<file path="src/rtl/eth_fcs_insert.sv">
// eth_fcs_insert
//   Transmit-side Ethernet FCS sequencer. Forwards one byte-wide AXI-stream
//   frame at a time. When padding is compiled in, it zero-pads short frames
//   up to MIN_FRAME_LEN bytes. It then appends the 4-byte CRC32 FCS
//   (reflected polynomial 32'hedb88320, init 32'hffffffff, output inverted,
//   least significant byte first).
//
//   Build option: define ETH_FCS_INSERT_PAD_EN to compile in the PAD state.
//   When it is undefined, MIN_FRAME_LEN is used only for its range check.
//
//   Ports:
//     clk, rst           sole clock; synchronous active-high reset
//     s_axis_tdata/tvalid/tready/tlast/tuser   payload input, tuser sampled with tlast
//     m_axis_tdata/tvalid/tready/tlast/tuser   output slot, tlast/tuser on final FCS beat
module eth_fcs_insert #(
  parameter int MIN_FRAME_LEN = 32'sd60
) (
  input  logic       clk,
  input  logic       rst,
  input  logic [7:0] s_axis_tdata,
  input  logic       s_axis_tvalid,
  output logic       s_axis_tready,
  input  logic       s_axis_tlast,
  input  logic       s_axis_tuser,
  output logic [7:0] m_axis_tdata,
  output logic       m_axis_tvalid,
  input  logic       m_axis_tready,
  output logic       m_axis_tlast,
  output logic       m_axis_tuser
);

  generate
    if (MIN_FRAME_LEN < 32'sd1 || MIN_FRAME_LEN > 32'sd63) begin : g_min_len_bad
      $error("eth_fcs_insert: MIN_FRAME_LEN must be in 1..63");
    end
  endgenerate

  typedef enum logic [1:0] {
    ST_DATA = 2'd0,
`ifdef ETH_FCS_INSERT_PAD_EN
    ST_PAD  = 2'd1,
`endif
    ST_FCS  = 2'd2
  } state_t;

  // One byte of the reflected CRC32: the data byte is folded into the low
  // bits, then the register is shifted right eight times. The data enters
  // LSB first.
  function automatic logic [31:0] crc8_step(input logic [31:0] crc, input logic [7:0] data);
    logic [31:0] c;
    c = crc ^ {24'h000000, data};
    for (int i = 0; i < 8; i++) begin
      c = c[0] ? ((c >> 1) ^ 32'hedb88320) : (c >> 1);
    end
    return c;
  endfunction

  state_t      state;
  logic [31:0] crc_state;
  logic [1:0]  fcs_idx;
  logic        err_latch;
  logic        load;
  logic [7:0]  crc_din;
  logic [31:0] crc_next;
  logic [7:0]  fcs_byte;

`ifdef ETH_FCS_INSERT_PAD_EN
  localparam logic [6:0] MIN_LEN = 7'(MIN_FRAME_LEN);
  logic [5:0] byte_cnt;
  logic [6:0] cnt_inc;    // one bit wider so 63+1 cannot wrap in the compare

  assign cnt_inc = {1'b0, byte_cnt} + 7'd1;
  assign crc_din = (state == ST_PAD) ? 8'h00 : s_axis_tdata;
`else
  assign crc_din = s_axis_tdata;
`endif

  // The slot can take a new beat when it is empty or its beat leaves this cycle.
  assign load          = !m_axis_tvalid || m_axis_tready;
  assign s_axis_tready = (state == ST_DATA) && load && !rst;
  assign crc_next      = crc8_step(crc_state, crc_din);

  // Select the FCS byte for fcs_idx from the inverted CRC register.
  always_comb begin
    fcs_byte = 8'h00;
    case (fcs_idx)
      2'd0:    fcs_byte = ~crc_state[7:0];
      2'd1:    fcs_byte = ~crc_state[15:8];
      2'd2:    fcs_byte = ~crc_state[23:16];
      2'd3:    fcs_byte = ~crc_state[31:24];
      default: fcs_byte = 8'h00;
    endcase
  end

  // Frame sequencer, CRC register, and output slot.
  always_ff @(posedge clk) begin
    if (rst) begin
      state         <= ST_DATA;
      crc_state     <= 32'hffffffff;
      fcs_idx       <= 2'd0;
      err_latch     <= 1'b0;
      m_axis_tdata  <= 8'h00;
      m_axis_tvalid <= 1'b0;
      m_axis_tlast  <= 1'b0;
      m_axis_tuser  <= 1'b0;
`ifdef ETH_FCS_INSERT_PAD_EN
      byte_cnt      <= 6'd0;
`endif
    end else if (load) begin
      case (state)
        ST_DATA: begin
          if (s_axis_tvalid) begin
            m_axis_tdata  <= s_axis_tdata;
            m_axis_tvalid <= 1'b1;
            m_axis_tlast  <= 1'b0;
            m_axis_tuser  <= 1'b0;
            crc_state     <= crc_next;
`ifdef ETH_FCS_INSERT_PAD_EN
            byte_cnt      <= (byte_cnt == 6'd63) ? 6'd63 : cnt_inc[5:0];
`endif
            if (s_axis_tlast) begin
              err_latch <= s_axis_tuser;
              fcs_idx   <= 2'd0;
`ifdef ETH_FCS_INSERT_PAD_EN
              state     <= (cnt_inc < MIN_LEN) ? ST_PAD : ST_FCS;
`else
              state     <= ST_FCS;
`endif
            end
          end else begin
            m_axis_tvalid <= 1'b0;
          end
        end
`ifdef ETH_FCS_INSERT_PAD_EN
        ST_PAD: begin
          m_axis_tdata  <= 8'h00;
          m_axis_tvalid <= 1'b1;
          m_axis_tlast  <= 1'b0;
          m_axis_tuser  <= 1'b0;
          crc_state     <= crc_next;
          byte_cnt      <= (byte_cnt == 6'd63) ? 6'd63 : cnt_inc[5:0];
          if (cnt_inc == MIN_LEN) begin
            state <= ST_FCS;
          end
        end
`endif
        ST_FCS: begin
          // crc_state holds still here until the last FCS byte loads.
          m_axis_tdata  <= fcs_byte;
          m_axis_tvalid <= 1'b1;
          fcs_idx       <= fcs_idx + 2'd1;
          if (fcs_idx == 2'd3) begin
            m_axis_tlast <= 1'b1;
            m_axis_tuser <= err_latch;
            crc_state    <= 32'hffffffff;
            err_latch    <= 1'b0;
            state        <= ST_DATA;
`ifdef ETH_FCS_INSERT_PAD_EN
            byte_cnt     <= 6'd0;
`endif
          end else begin
            m_axis_tlast <= 1'b0;
            m_axis_tuser <= 1'b0;
          end
        end
        default: begin
          state         <= ST_DATA;
          m_axis_tvalid <= 1'b0;
        end
      endcase
    end
  end

endmodule

</file>
<file path="config.mk">
export PLATFORM = sky130hd
export DESIGN_NAME = eth_fcs_insert
export DESIGN_NICKNAME = d
export VERILOG_FILES = /design/src/rtl/eth_fcs_insert.sv
export SDC_FILE = /design/constraint.sdc
export NUM_CORES = 1
export LEC_CHECK = 0
export CORE_ASPECT_RATIO = 1.75
export CORE_UTILIZATION = 58
export CTS_CLUSTER_SIZE = 12
export DETAILED_ROUTE_END_ITERATION = 6
export PLACE_DENSITY_LB_ADDON = 0.12
export SLEW_MARGIN = 20
export SYNTH_ARGS = -nofsm -noshare
export SYNTH_HDL_FRONTEND = slang
export SYNTH_SLANG_ARGS = --single-unit
export TNS_END_PERCENT = 20
</file>
<file path="constraint.sdc">
create_clock -name clk -period 2.5 [get_ports clk]
set_input_delay 0.5 -clock clk [delete_from_list [all_inputs] [get_ports clk]]
set_output_delay 0.5 -clock clk [all_outputs]
set_load 0.05 [all_outputs]
</file>
; Word-level counts from Yosys, hierarchy flattened
; Cells that the tools add are included.
[classes]
bitwise_logic = 13
reduce_logical = 13
n_mux = 32
shifts = 0
add_sub_neg = 1
eq_ne = 7
order_cmp = 0
n_mul = 0
div_mod_pow = 0
[ops]
columns = op, n
row1 = $mux W32, 10
row2 = $not A13 Y14, 8
row3 = $pmux W32 S2, 1
row4 = $not A8 Y8, 4
row5 = $pmux W8 S4, 1
row6 = $xor A32 B8 Y32, 1
row7 = $pmux W8 S2, 1
row8 = $reduce_and A4 Y1, 3
row9 = $mux W2, 5
row10 = $mux W8, 1
row11 = $pmux W1 S2, 4
row12 = $pmux W2 S2, 2
row13 = $mux W1, 7
row14 = $eq A2 B2 Y1 const B, 3
row15 = $ne A2 B2 Y1 const B, 3
row16 = $reduce_and A5 Y1, 1
row17 = $logic_not A2 Y1, 2
row18 = $reduce_and A3 Y1, 1
row19 = $add A2 B1 Y2 const B, 1
row20 = $eq A2 B1 Y1 const B, 1
row21 = $logic_and A1 B1 Y1, 2
row22 = $logic_not A1 Y1, 2
row23 = $reduce_bool A2 Y1, 1
row24 = $logic_or A1 B1 Y1, 1
[word_totals]
inputBits = 14
mem_count = 0
reg_bits = 48
latchBits = 0
rom_bits = 0
out_inout_bits = 12
ramBits = 0

; Depth between registers and ports, before layout
; Gate-level depths: netlist of the first run.
[depth]
ltp_word = 19
depth_mapped = 7
mapped_depth_nobuf = 6

; Worst setup path before layout of the first run
; Ideal clock, no wire load.
[synth_timing]
kind = input to output
startpoint = input port rst
endpoint = output port s_axis_tready
path_slack_ns = 0.041
cell_stages = 3
arrival_ns = 1.959
t_required_ns = 2.000
path_cell_list = clkbuf_1 > clkbuf_1 > nor3_1
[synth_between]
elab_chain_len = 2
[synth_rtl]
columns = element, line
row1 = start: declaration, 19  ; input logic rst,
row2 = $logic_not A1 Y1, 80  ; assign s_axis_tready = (state == ST_DATA) && load && !rst;
row3 = $logic_and A1 B1 Y1, 80
row4 = end: declaration, 22  ; output logic s_axis_tready,
; Every way passes these cells.

; Final worst setup path of the first run
[layout_timing]
startpoint = input port s_axis_tdata[5]
endpoint = register crc_state[18]
[layout_between]
elab_chain_len = 12
[layout_rtl]
columns = element, line
row1 = start: declaration, 20  ; input logic [7:0] s_axis_tdata,
row2 = $xor A32 B8 Y32 (*), 51  ; c = crc ^ {24'h000000, data};
row3 = $mux W32 (*) (6 in series), 53  ; c = c[0] ? ((c >> 1) ^ 32'hedb88320) : (c >> 1);
row4 = $not A13 Y14 (no line), n/a
row5 = $mux W32 (*) (2 in series), 53
row6 = $mux W32 (*), 112  ; if (s_axis_tvalid) begin
row7 = $pmux W32 S2 (*), 110  ; case (state)
row8 = end signal: assignment, 117  ; crc_state <= crc_next;
row9 = end: declaration, 59  ; logic [31:0] crc_state;
; Mark *: on every way between the ends. The rest lies on a longest branch, timed or not. The select of a mux whose other input is x is not followed.
; A chain may end at the register's enable or synchronous reset.

==> results of run 1 <==
==> synthesized netlist by cell type, drive strengths merged, types with 3 or more instances <==
| library cell | n |
|---|---|
| a21oi | 10 |
| a311oi | 8 |
| buf | 3 |
| clkbuf | 14 |
| dfxtp | 47 |
| ha | 4 |
| inv | 6 |
| nand2 | 17 |
| nand2b | 23 |
| nor2 | 25 |
| nor2b | 9 |
| nor3 | 4 |
| o21ai | 3 |
| o22ai | 30 |
| o311ai | 8 |
| or2 | 5 |
| xnor2 | 42 |
| xnor3 | 12 |
| xor2 | 8 |
| xor3 | 5 |
==> critical path, delay by kind of cell <==
family | cells | cell delay (ns)
AO/OA/AOI/OAI | 1 | 0.13
buffers and inverters | 2 | 0.62
AND/OR/NAND/NOR | 1 | 0.11
XOR/XNOR | 3 | 1.16
==> power by group through the flow <==
stage | Clock (mW) | Sequential [mW] | Combinational [mW]
finish | 0.461 | 1.06 | 2.03
global route | 0.483 | 1.07 | 2.17
CTS | 0.462 | 1.05 | 2.02
detailed placement | 0 | 1.07 | 2.00
global placement | 0 | 1.06 | 1.97
floorplan | 0 | 1.08 | 1.52
==> cell type report <==
class | count | area (µm²) | share of cell area
Inverter | 6 | 22.5 | 0.00646
Multi-Input combinational cell | 222 | 1890 | 0.543
Timing Repair Buffer | 53 | 483 | 0.138
Sequential cell | 47 | 941 | 0.270
Clock inverter | 3 | 15.0 | 0.00430
Clock buffer | 5 | 68.8 | 0.0197
Tap cell | 52 | 65.1 | 0.0187
==> sequential cells by signal (all words and copies together), names as in the netlist <==
signal and count:
state 1, crc_state 32, fcs_idx 2, err_latch 1
m_axis_tvalid 1, m_axis_tuser 1, m_axis_tlast 1, m_axis_tdata 8
==> stage by stage <==
| stage | utilization | setup slack [ns] | TNS, ns |
|---|---|---|---|
| floorplan | - | 0.0409 | 0 |
| global placement | 0.717 | -0.0575 | -0.203 |
| detailed placement | 0.717 | -0.103 | -0.380 |
| CTS | 0.735 | 0.216 | 0 |
| global route | 0.735 | 0.0800 | 0 |
| finish | 0.735 | 0.222 | 0 |
==> metal layers <==
layer  vias to the layer above  share of wire  GRT usage
met5                         -              0          0
li1                       1104              -          -
met2                        47           0.53      0.515
met1                      1070           0.42      0.320
met3                        15          0.029     0.0417
met4                         0          0.021      0.106
==> cell families after synthesis <==
logic type	after synthesis	share of synthesized area
fa+ha+maj	4	0.0171
compound gates	65	0.152
buf+inv	23	0.0325
simple gates	85	0.144
flops	47	0.321
mux	1	0.00342
xor+xnor	67	0.330
==> placed cells by master, fill, tap and decap left out, types with 9 or more instances in the layout <==
| cell | n |
|---|---|
| clkdlybuf4s50_1 | 24 |
| nor2b_1 | 9 |
| xnor2_1 | 31 |
| nand2b_1 | 23 |
| nor2_1 | 25 |
| a21oi_1 | 10 |
| o22ai_1 | 30 |
| buf_4 | 27 |
| nand2_1 | 17 |
| dfxtp_1 | 47 |
==> worst paths after layout <==
check,startpoint,endpoint,slack (ns)
worst min register to register,err_latch$_SDFFE_PP0P_,err_latch$_SDFFE_PP0P_,0.49
worst max-delay path,s_axis_tdata[5],crc_state[18]$_SDFFE_PP1P_,0.22
worst min-delay path,err_latch$_SDFFE_PP0P_,err_latch$_SDFFE_PP0P_,0.49
worst max register to register,fcs_idx[1]$_SDFFE_PP0P_,crc_state[5]$_SDFFE_PP1P_,0.25
==> impl_metrics.yaml, run 1 <==
run_status:
  outcome: "complete, no violations"
global_route:
  gr-usage-all-layers: 0.278
  antenna_found_initial: 0
  grt_max_degree: 27
  grt_first_pass_wirelength_um: 11300
  grt_pass1_vias: 2269
  grt_remaining_overflow: 0
sta:
  hold_viol: 0
  rsz0062_at_grt: "false"
  period_share: 0.911
  period_needed_ns: 2.28
  slew_headroom: 0.575
  finClkSkew_ns: 0.00458
  worstMarginPinSlew_ns: 0.634
  slew_viol_final: 0
  holdWs_ns: 0.492
  finalSetupViolCount: 0
  max_freq_mhz: 439
power:
  p_int_mw: 2.27
  power_frac_clock: 0.130
  finalPower_mw: 3.54
  p_sw_frac: 0.360
  p_leak_nw: 1.44
  ir_drop_mv: 0.809
  p_comb_frac: 0.572
  p_switching_mw: 1.28
  pwr_density_cell_nw_per_um2: 1020
  seq_power_share: 0.298
yosys:
  synth.distinct_cells: 36
  synth.cell_area_um2: 2930
  synth.net_count: 310
  avgSynthCellArea_um2: 10.0
  synth_cells: 292
  ys_seq_elements: 47
  synth_top_area_share: 0.321
  yosys_warnings: 0
  synthArstFlopShare: 0
  yosysTopAreaCell: "dfxtp_1"
  ys_top_cells_by_area: "dfxtp_1 (32%), xnor2_1 (9.3%), o22ai_1 (6.4%)"
  synth-main-ff-cell: "dfxtp_1"
  yosysSeqAreaShare: 0.321
  synth_edf_count: 0
place:
  io_buffers: 25
  place_area_um2: 3400
  place.gp.congestion: 0.893
  post-dp-hpwl_um: 5200
  dp.cells: 380
min_path:
  holdPathStages: 2
  min_path_type: "flop to flop"
cells_and_area:
  stdcell_count: 388
  area_growth_pct: 19.1
  drive_gt1_frac: 0.167
  layout.nets: 353
  stdcell_area_um2: 3490
  antenna_cells: 0
  fillers: 364
floorplanning:
  dieArea_um2: 5350
  num_io_pins: 26
  die_h_um: 96.0
  core_um2: 4750
  initial_utilization: 0.617
  die_w_um: 55.7
  rows: 33
critical_path:
  crit_fanout: 7
  crit_chain: "clkdlybuf4s50_1 -> buf_4 -> xnor2_1 -> xnor2_2 -> xor3_1 -> a21oi_1 -> or2_1"
  crit_required_ns: 2.75
  cp_slowest_stage_delay_ns: 0.56
  worst_r2r_path_depth: 6
  crit_path_top_delay_cell: "xnor2_2"
  setup.worst_path.end_class: "flop"
  crit_arrival_ns: 2.53
  start_kind: "input port"
  timing.setup.critical_path_class: "input port to flop"
clock_network:
  cts_made_buffers: 5
  cts_tree: "built"
  path_clk_slew_ns: 0.09
  insertion_delay_ns: 0.31
  cts_sinks: 47
  htree_levels: 2
  cts.hold.buffers_added: 0
  cts-root-buf: "clkbuf_8"
  postCtsSetupBuffers: 0
  clockBufferDepth: 2
  cts_resized: 0
detailed_routing:
  wl_per_cell_um: 18.0
  drc_errors: 0
  vias: 2236
  viasPerCell: 5.76
  routed_wl_um: 6990
  antenna_left: 0
  drt_iter0_drc: 74
  drt-pass1-iter-count: 4
job:
  maxCapViolCount: 0
Power figures use the tool's default switching activity.
==> run 2, diff against run 1 <==
--- a/config.mk
+++ b/config.mk
@@ -6,7 +6,7 @@
 export NUM_CORES = 1
 export LEC_CHECK = 0
 export CORE_ASPECT_RATIO = 1.75
-export CORE_UTILIZATION = 58
+export CORE_UTILIZATION = 50
 export CTS_CLUSTER_SIZE = 12
 export DETAILED_ROUTE_END_ITERATION = 6
 export PLACE_DENSITY_LB_ADDON = 0.12
==> constraint.sdc (replaced) <==
create_clock -name clk -period 2 [get_ports clk]
set_input_delay 0.4 -clock clk [delete_from_list [all_inputs] [get_ports clk]]
set_output_delay 0.4 -clock clk [all_outputs]
set_load 0.05 [all_outputs]
==> run 2 against run 1 <==
Effect of this change: sequential share of layout area decreased by 1.7 points; setup slack worse by 0.15 ns; sequential power is 25% higher; critical path depth increased by 1; combinational power is 33% higher; final cell count grew 11%; via count is 3.8% higher; core utilization fell by 6.8 points; total power up 32%; sequential cell count unchanged; register-to-register slack lost 0.10 ns; design area up 6.7%; largest cell class unchanged.
==> impl_metrics.yaml, run 2 (synthesized netlist as in run 1, its figures left out) <==
critical_path:
  crit-reg2reg-capture: "crc_state[21]$_SDFFE_PP1P_"
  cp_slowest_stage_delay_ns: 0.47
  crit_fanout: 5
  crit_path_top_delay_cell: "clkdlybuf4s50_1"
  cp_num_buf_inv: 3
  reg2reg_slack_ns: 0.15
  crit_chain: "clkdlybuf4s50_1 -> xnor2_2 -> xnor2_2 -> buf_4 -> buf_4 -> xor3_1 -> a21oi_1 -> or2_1"
  path_delay_family: "buffers and inverters"
  start_kind: "input port"
  reg2reg_from: "crc_state[1]$_SDFFE_PP1P_"
  crit_required_ns: 2.20
  setup.worst_path.end_class: "flop"
  timing.setup.critical_path_class: "input port to flop"
  worst_r2r_path_depth: 7
  crit_arrival_ns: 2.13
global_route:
  antenna_found_initial: 0
  grt_max_degree: 25
  grt_pass1_vias: 2375
  gr-usage-all-layers: 0.262
  grt_first_pass_wirelength_um: 11700
  grt_remaining_overflow: 0
cells_and_area:
  largestRegisters: "crc_state: 32 flops, m_axis_tdata: 8 flops, fcs_idx: 2 flops"
  multiInputGateArea_um2: 1940
  largest_reg_flops: 32
  area_growth_pct: 27.0
  seqCellArea_um2: 941
  layout.nets: 371
  stdcell_area_um2: 3720
  layout_common_cells: "dfxtp_1 (47), buf_4 (44), o22ai_1 (30)"
  drive_gt1_frac: 0.226
  antenna_cells: 0
  fillers: 503
  top_register: "crc_state"
  final_common_cell: "dfxtp_1"
power:
  p_switching_mw: 1.58
  power_frac_clock: 0.136
  pwr_density_cell_nw_per_um2: 1250
  ir_drop_mv: 0.640
  p_int_mw: 3.08
  p_sw_frac: 0.340
  p_leak_nw: 1.60
  p_comb_frac: 0.582
  seq_power_share: 0.282
min_path:
  min_path_type: "input port to flop"
  holdPathEnd: "m_axis_tdata[6]$_SDFFE_PP0P_"
  holdPathStages: 3
  hold_start: "s_axis_tdata[6]"
job:
  maxCapViolCount: 0
place:
  place.gp.congestion: 0.828
  io_buffers: 25
  place_area_um2: 3520
  dp_slack_ns: -0.387
  post-dp-hpwl_um: 5370
clock_network:
  cts_made_buffers: 5
  cts-root-buf: "clkbuf_8"
  cts_sinks: 47
  htree_levels: 2
  path_clk_slew_ns: 0.08
  clockBufferDepth: 2
  insertion_delay_ns: 0.31
  cts_tree: "built"
sta:
  hold_viol: 0
  worstMarginPinSlew_ns: 0.503
  period_share: 0.963
  finClkSkew_ns: 0.00695
  fin_ws_ns: 0.0732
  slew_viol_final: 0
  finalSetupViolCount: 0
  rsz0062_at_grt: "false"
  max_freq_mhz: 519
  slew_headroom: 0.664
  holdWs_ns: 0.446
  period_needed_ns: 1.93
detailed_routing:
  wl_per_cell_um: 16.6
  antenna_left: 0
  drt-pass1-iter-count: 4
  routed_wl_um: 7150
  drc_errors: 0
  vias: 2320
  drt_iter0_drc: 79
  viasPerCell: 5.40
floorplanning:
  die_w_um: 59.9
  rows: 36
  dieArea_um2: 6180
  initial_utilization: 0.524
  die_h_um: 103
  core_um2: 5590
  num_io_pins: 26
run_status:
  outcome: "complete, no violations"
## run 2: worst max-delay path by stage
stage	start	endpoint	slack [ns]	cells past startpoint
final	s_axis_tdata[7]	crc_state[21]$_SDFFE_PP1P_	0.07	8
after floorplan	m_axis_tvalid$_SDFFE_PP0N_	crc_state[26]$_SDFFE_PP1P_	-0.04	6
after global routing	s_axis_tdata[7]	crc_state[21]$_SDFFE_PP1P_	0.004	8
after CTS	s_axis_tdata[1]	crc_state[15]$_SDFFE_PP1P_	-0.05	6
after global placement	s_axis_tdata[5]	crc_state[21]$_SDFFE_PP1P_	-0.37	6
after detailed placement	s_axis_tdata[5]	crc_state[21]$_SDFFE_PP1P_	-0.39	6
## run 2: worst reg2reg max path: cells and delay by family, from the launching register on
kind	cells	cell delay [ns]
flip-flops	1	0.52
XOR/XNOR	3	0.66
buffers and inverters	2	0.32
AND/OR/NAND/NOR	1	0.19
AO/OA/AOI/OAI	1	0.06
## run 2: area by class of cell
class,instances,share of cell area
flip-flops and latches,47,0.253
well taps,76,0.0256
multi-input cells,222,0.521
clock buffers,8,0.0269
inverters,6,0.00605
repair buffers,71,0.168
## run 2: timing repair
item | in CTS | in global routing
gates resized for setup | 0 | 13
hold buffers | 0 | 0
endpoints found under the setup margin | 6 | 16
pin swaps | 2 | 6
buffers inserted | 0 | 6
## run 2: metal layers
| metal | GRT usage | wire, µm | part of all wire |
|---|---|---|---|
| met1 | 0.296 | 3000 | 0.42 |
| met2 | 0.467 | 3700 | 0.52 |
| met3 | 0.0435 | 186 | 0.026 |
| met4 | 0.122 | 260 | 0.036 |
| met5 | 0 | 0 | 0 |
## run 2: stage by stage
step,util,power [mW],TNS (ns),instances
2_1_floorplan,-,3.25,-0.161,292
3_3_place_gp,0.630,3.91,-6.06,416
3_5_place_dp,0.630,3.95,-6.31,416
4_1_cts,0.648,4.60,-0.0878,424
5_1_grt,0.666,4.95,0,430
6_report,0.666,4.66,0,430
## run 2: power groups by stage
stage / Sequential, mW / Clock [mW] / Combinational, mW
finish: 1.32 / 0.633 / 2.71
global route: 1.33 / 0.687 / 2.93
CTS: 1.31 / 0.658 / 2.63
detailed placement: 1.33 / 0 / 2.62
global placement: 1.32 / 0 / 2.59
floorplan: 1.35 / 0 / 1.90
==> run 3, diff against run 2 <==
--- a/config.mk
+++ b/config.mk
@@ -9,8 +9,8 @@
 export CORE_UTILIZATION = 50
 export CTS_CLUSTER_SIZE = 12
 export DETAILED_ROUTE_END_ITERATION = 6
+export GPL_TIMING_DRIVEN = 0
 export PLACE_DENSITY_LB_ADDON = 0.12
-export SLEW_MARGIN = 20
 export SYNTH_ARGS = -nofsm -noshare
 export SYNTH_HDL_FRONTEND = slang
 export SYNTH_SLANG_ARGS = --single-unit
==> run 3 against run 2 <==
Effect of this change: via count is 1.5% higher; die area stayed put; non-clock buffer count is 7 lower; largest cell class unchanged; largest power group unchanged.
==> impl_metrics.yaml, run 3 (synthesized netlist as in run 1, its figures left out) <==
clock_network:
  cts_made_buffers: 5
  cts_tree: "built"
  cts_sinks: 47
  clockBufferDepth: 2
  path_clk_slew_ns: 0.09
  insertion_delay_ns: 0.31
  cts-root-buf: "clkbuf_8"
  htree_levels: 2
place:
  io_buffers: 24
  dp_slack_ns: -1.02
  place.gp.congestion: 0.821
  post-dp-hpwl_um: 5370
floorplanning:
  rows: 36
  num_io_pins: 26
  die_h_um: 103
  dieArea_um2: 6180
  die_w_um: 59.9
  core_um2: 5590
  initial_utilization: 0.524
sta:
  period_needed_ns: 1.97
  rsz0062_at_grt: "true"
  period_share: 0.984
  finClkSkew_ns: 0.00781
  slew_viol_final: 0
  finalSetupViolCount: 0
  hold_viol: 0
  slew_headroom: 0.591
  setup_tns_ns: 0
  max_freq_mhz: 508
  fin_ws_ns: 0.0317
  worstMarginPinSlew_ns: 0.614
detailed_routing:
  antenna_left: 0
  drt_iter0_drc: 98
  drc_errors: 0
  wl_per_cell_um: 18.0
  viasPerCell: 5.57
  routed_wl_um: 7600
  drt-pass1-iter-count: 4
  vias: 2355
critical_path:
  timing.setup.critical_path_class: "flop to flop"
  startpoint: "fcs_idx[0]$_SDFFE_PP0P_"
  crit_required_ns: 2.20
  start_kind: "flop"
  reg2reg_from: "fcs_idx[0]$_SDFFE_PP0P_"
  crit_arrival_ns: 2.17
  worst_r2r_path_depth: 6
  crit-reg2reg-capture: "crc_state[26]$_SDFFE_PP1P_"
  crit_fanout: 10
  setup.worst_path.end_class: "flop"
  reg2reg_slack_ns: 0.03
global_route:
  grt_remaining_overflow: 0
  grt_max_degree: 14
  grt_first_pass_wirelength_um: 12100
  gr-usage-all-layers: 0.269
  grt_pass1_vias: 2381
  antenna_found_initial: 0
min_path:
  hold_start: "s_axis_tdata[7]"
  min_path_type: "input port to flop"
  holdPathEnd: "m_axis_tdata[7]$_SDFFE_PP0P_"
  holdPathStages: 3
cells_and_area:
  area_growth_pct: 26.0
  layout.nets: 364
  largest_reg_flops: 32
  antenna_cells: 0
  top_register: "crc_state"
  fin_util: 0.661
  fillers: 481
  layout_common_cells: "dfxtp_1 (46), o22ai_1 (30), xnor2_1 (27)"
  largestRegisters: "crc_state: 32 flops, m_axis_tdata: 8 flops, fcs_idx: 2 flops"
  drive_gt1_frac: 0.196
  final_common_cell: "dfxtp_1"
power:
  p_leak_nw: 1.54
  ir_drop_mv: 0.792
  pwr_density_cell_nw_per_um2: 1250
job:
  maxCapViolCount: 0
run_status:
  outcome: "complete, no violations"
## run 3: changes by cell type in the layout (fill, tap and decap cells not counted), moves of 3 or more
cell      before  now
clkbuf_1       1   11
buf_4         44   19
xnor2_4        4    9
clkbuf_2       0    5
xnor2_2        9    6
## run 3: layout make-up
type,count,area (µm²),area share
inverters,6,22.5,0.00610
plain buffers,17,78.8,0.0214
repair buffers,47,457,0.124
well taps,76,95.1,0.0258
flip-flops and latches,47,942,0.255
clock buffers,7,76.3,0.0207
clock inverters,1,5.00,0.00136
multi-input cells,222,2010,0.546
## run 3: worst max path at each step
stage / slack (ns) / cells past startpoint / end
2_1_floorplan: -0.04 / 6 / crc_state[26]$_SDFFE_PP1P_
3_3_place_gp: -1.04 / 8 / crc_state[23]$_SDFFE_PP1P_
3_5_place_dp: -1.02 / 8 / crc_state[23]$_SDFFE_PP1P_
4_1_cts: -0.05 / 4 / s_axis_tready
5_1_grt: -0.07 / 7 / m_axis_tdata[5]$_SDFFE_PP0P_
6_report: 0.03 / 6 / crc_state[26]$_SDFFE_PP1P_
## run 3: where the power goes
part | switching, mW | internal [mW]
clock network | 0.334 | 0.246
registers | 0.204 | 1.12
logic | 1.13 | 1.60
## run 3: stage by stage
stage	instances	power, mW	cell area (µm²)	hold WS, ns
after floorplan	292	3.25	2930	0.450
after global placement	392	3.62	3270	0.461
after detailed placement	392	3.67	3270	0.474
after CTS	420	4.55	3640	0.486
after global routing	423	4.87	3690	0.456
final	423	4.63	3690	0.440
## run 3: worst max-delay path: stages (launching register included)
cell      delay, ns
dfxtp_1        0.42
ha_1           0.28
mux2i_2        0.14
nor2_4         0.16
nand2_1        0.18
clkbuf_2       0.30
o32a_1         0.38
## run 3: per-layer routing
layer,track usage,part of all wire,vias to the layer above
li1,-,-,1136
met1,0.297,0.39,1131
met2,0.475,0.54,67
met3,0.0398,0.034,21
met4,0.159,0.038,0
met5,0,0,-
## run 3: timing repair
action	in CTS	in global routing
setup buffers	20	3
hold endpoints to repair	0	0
gates resized for setup	23	14
gates cloned	0	0
hold buffers	0	0
setup endpoints to repair	39	19
pin swaps	9	5
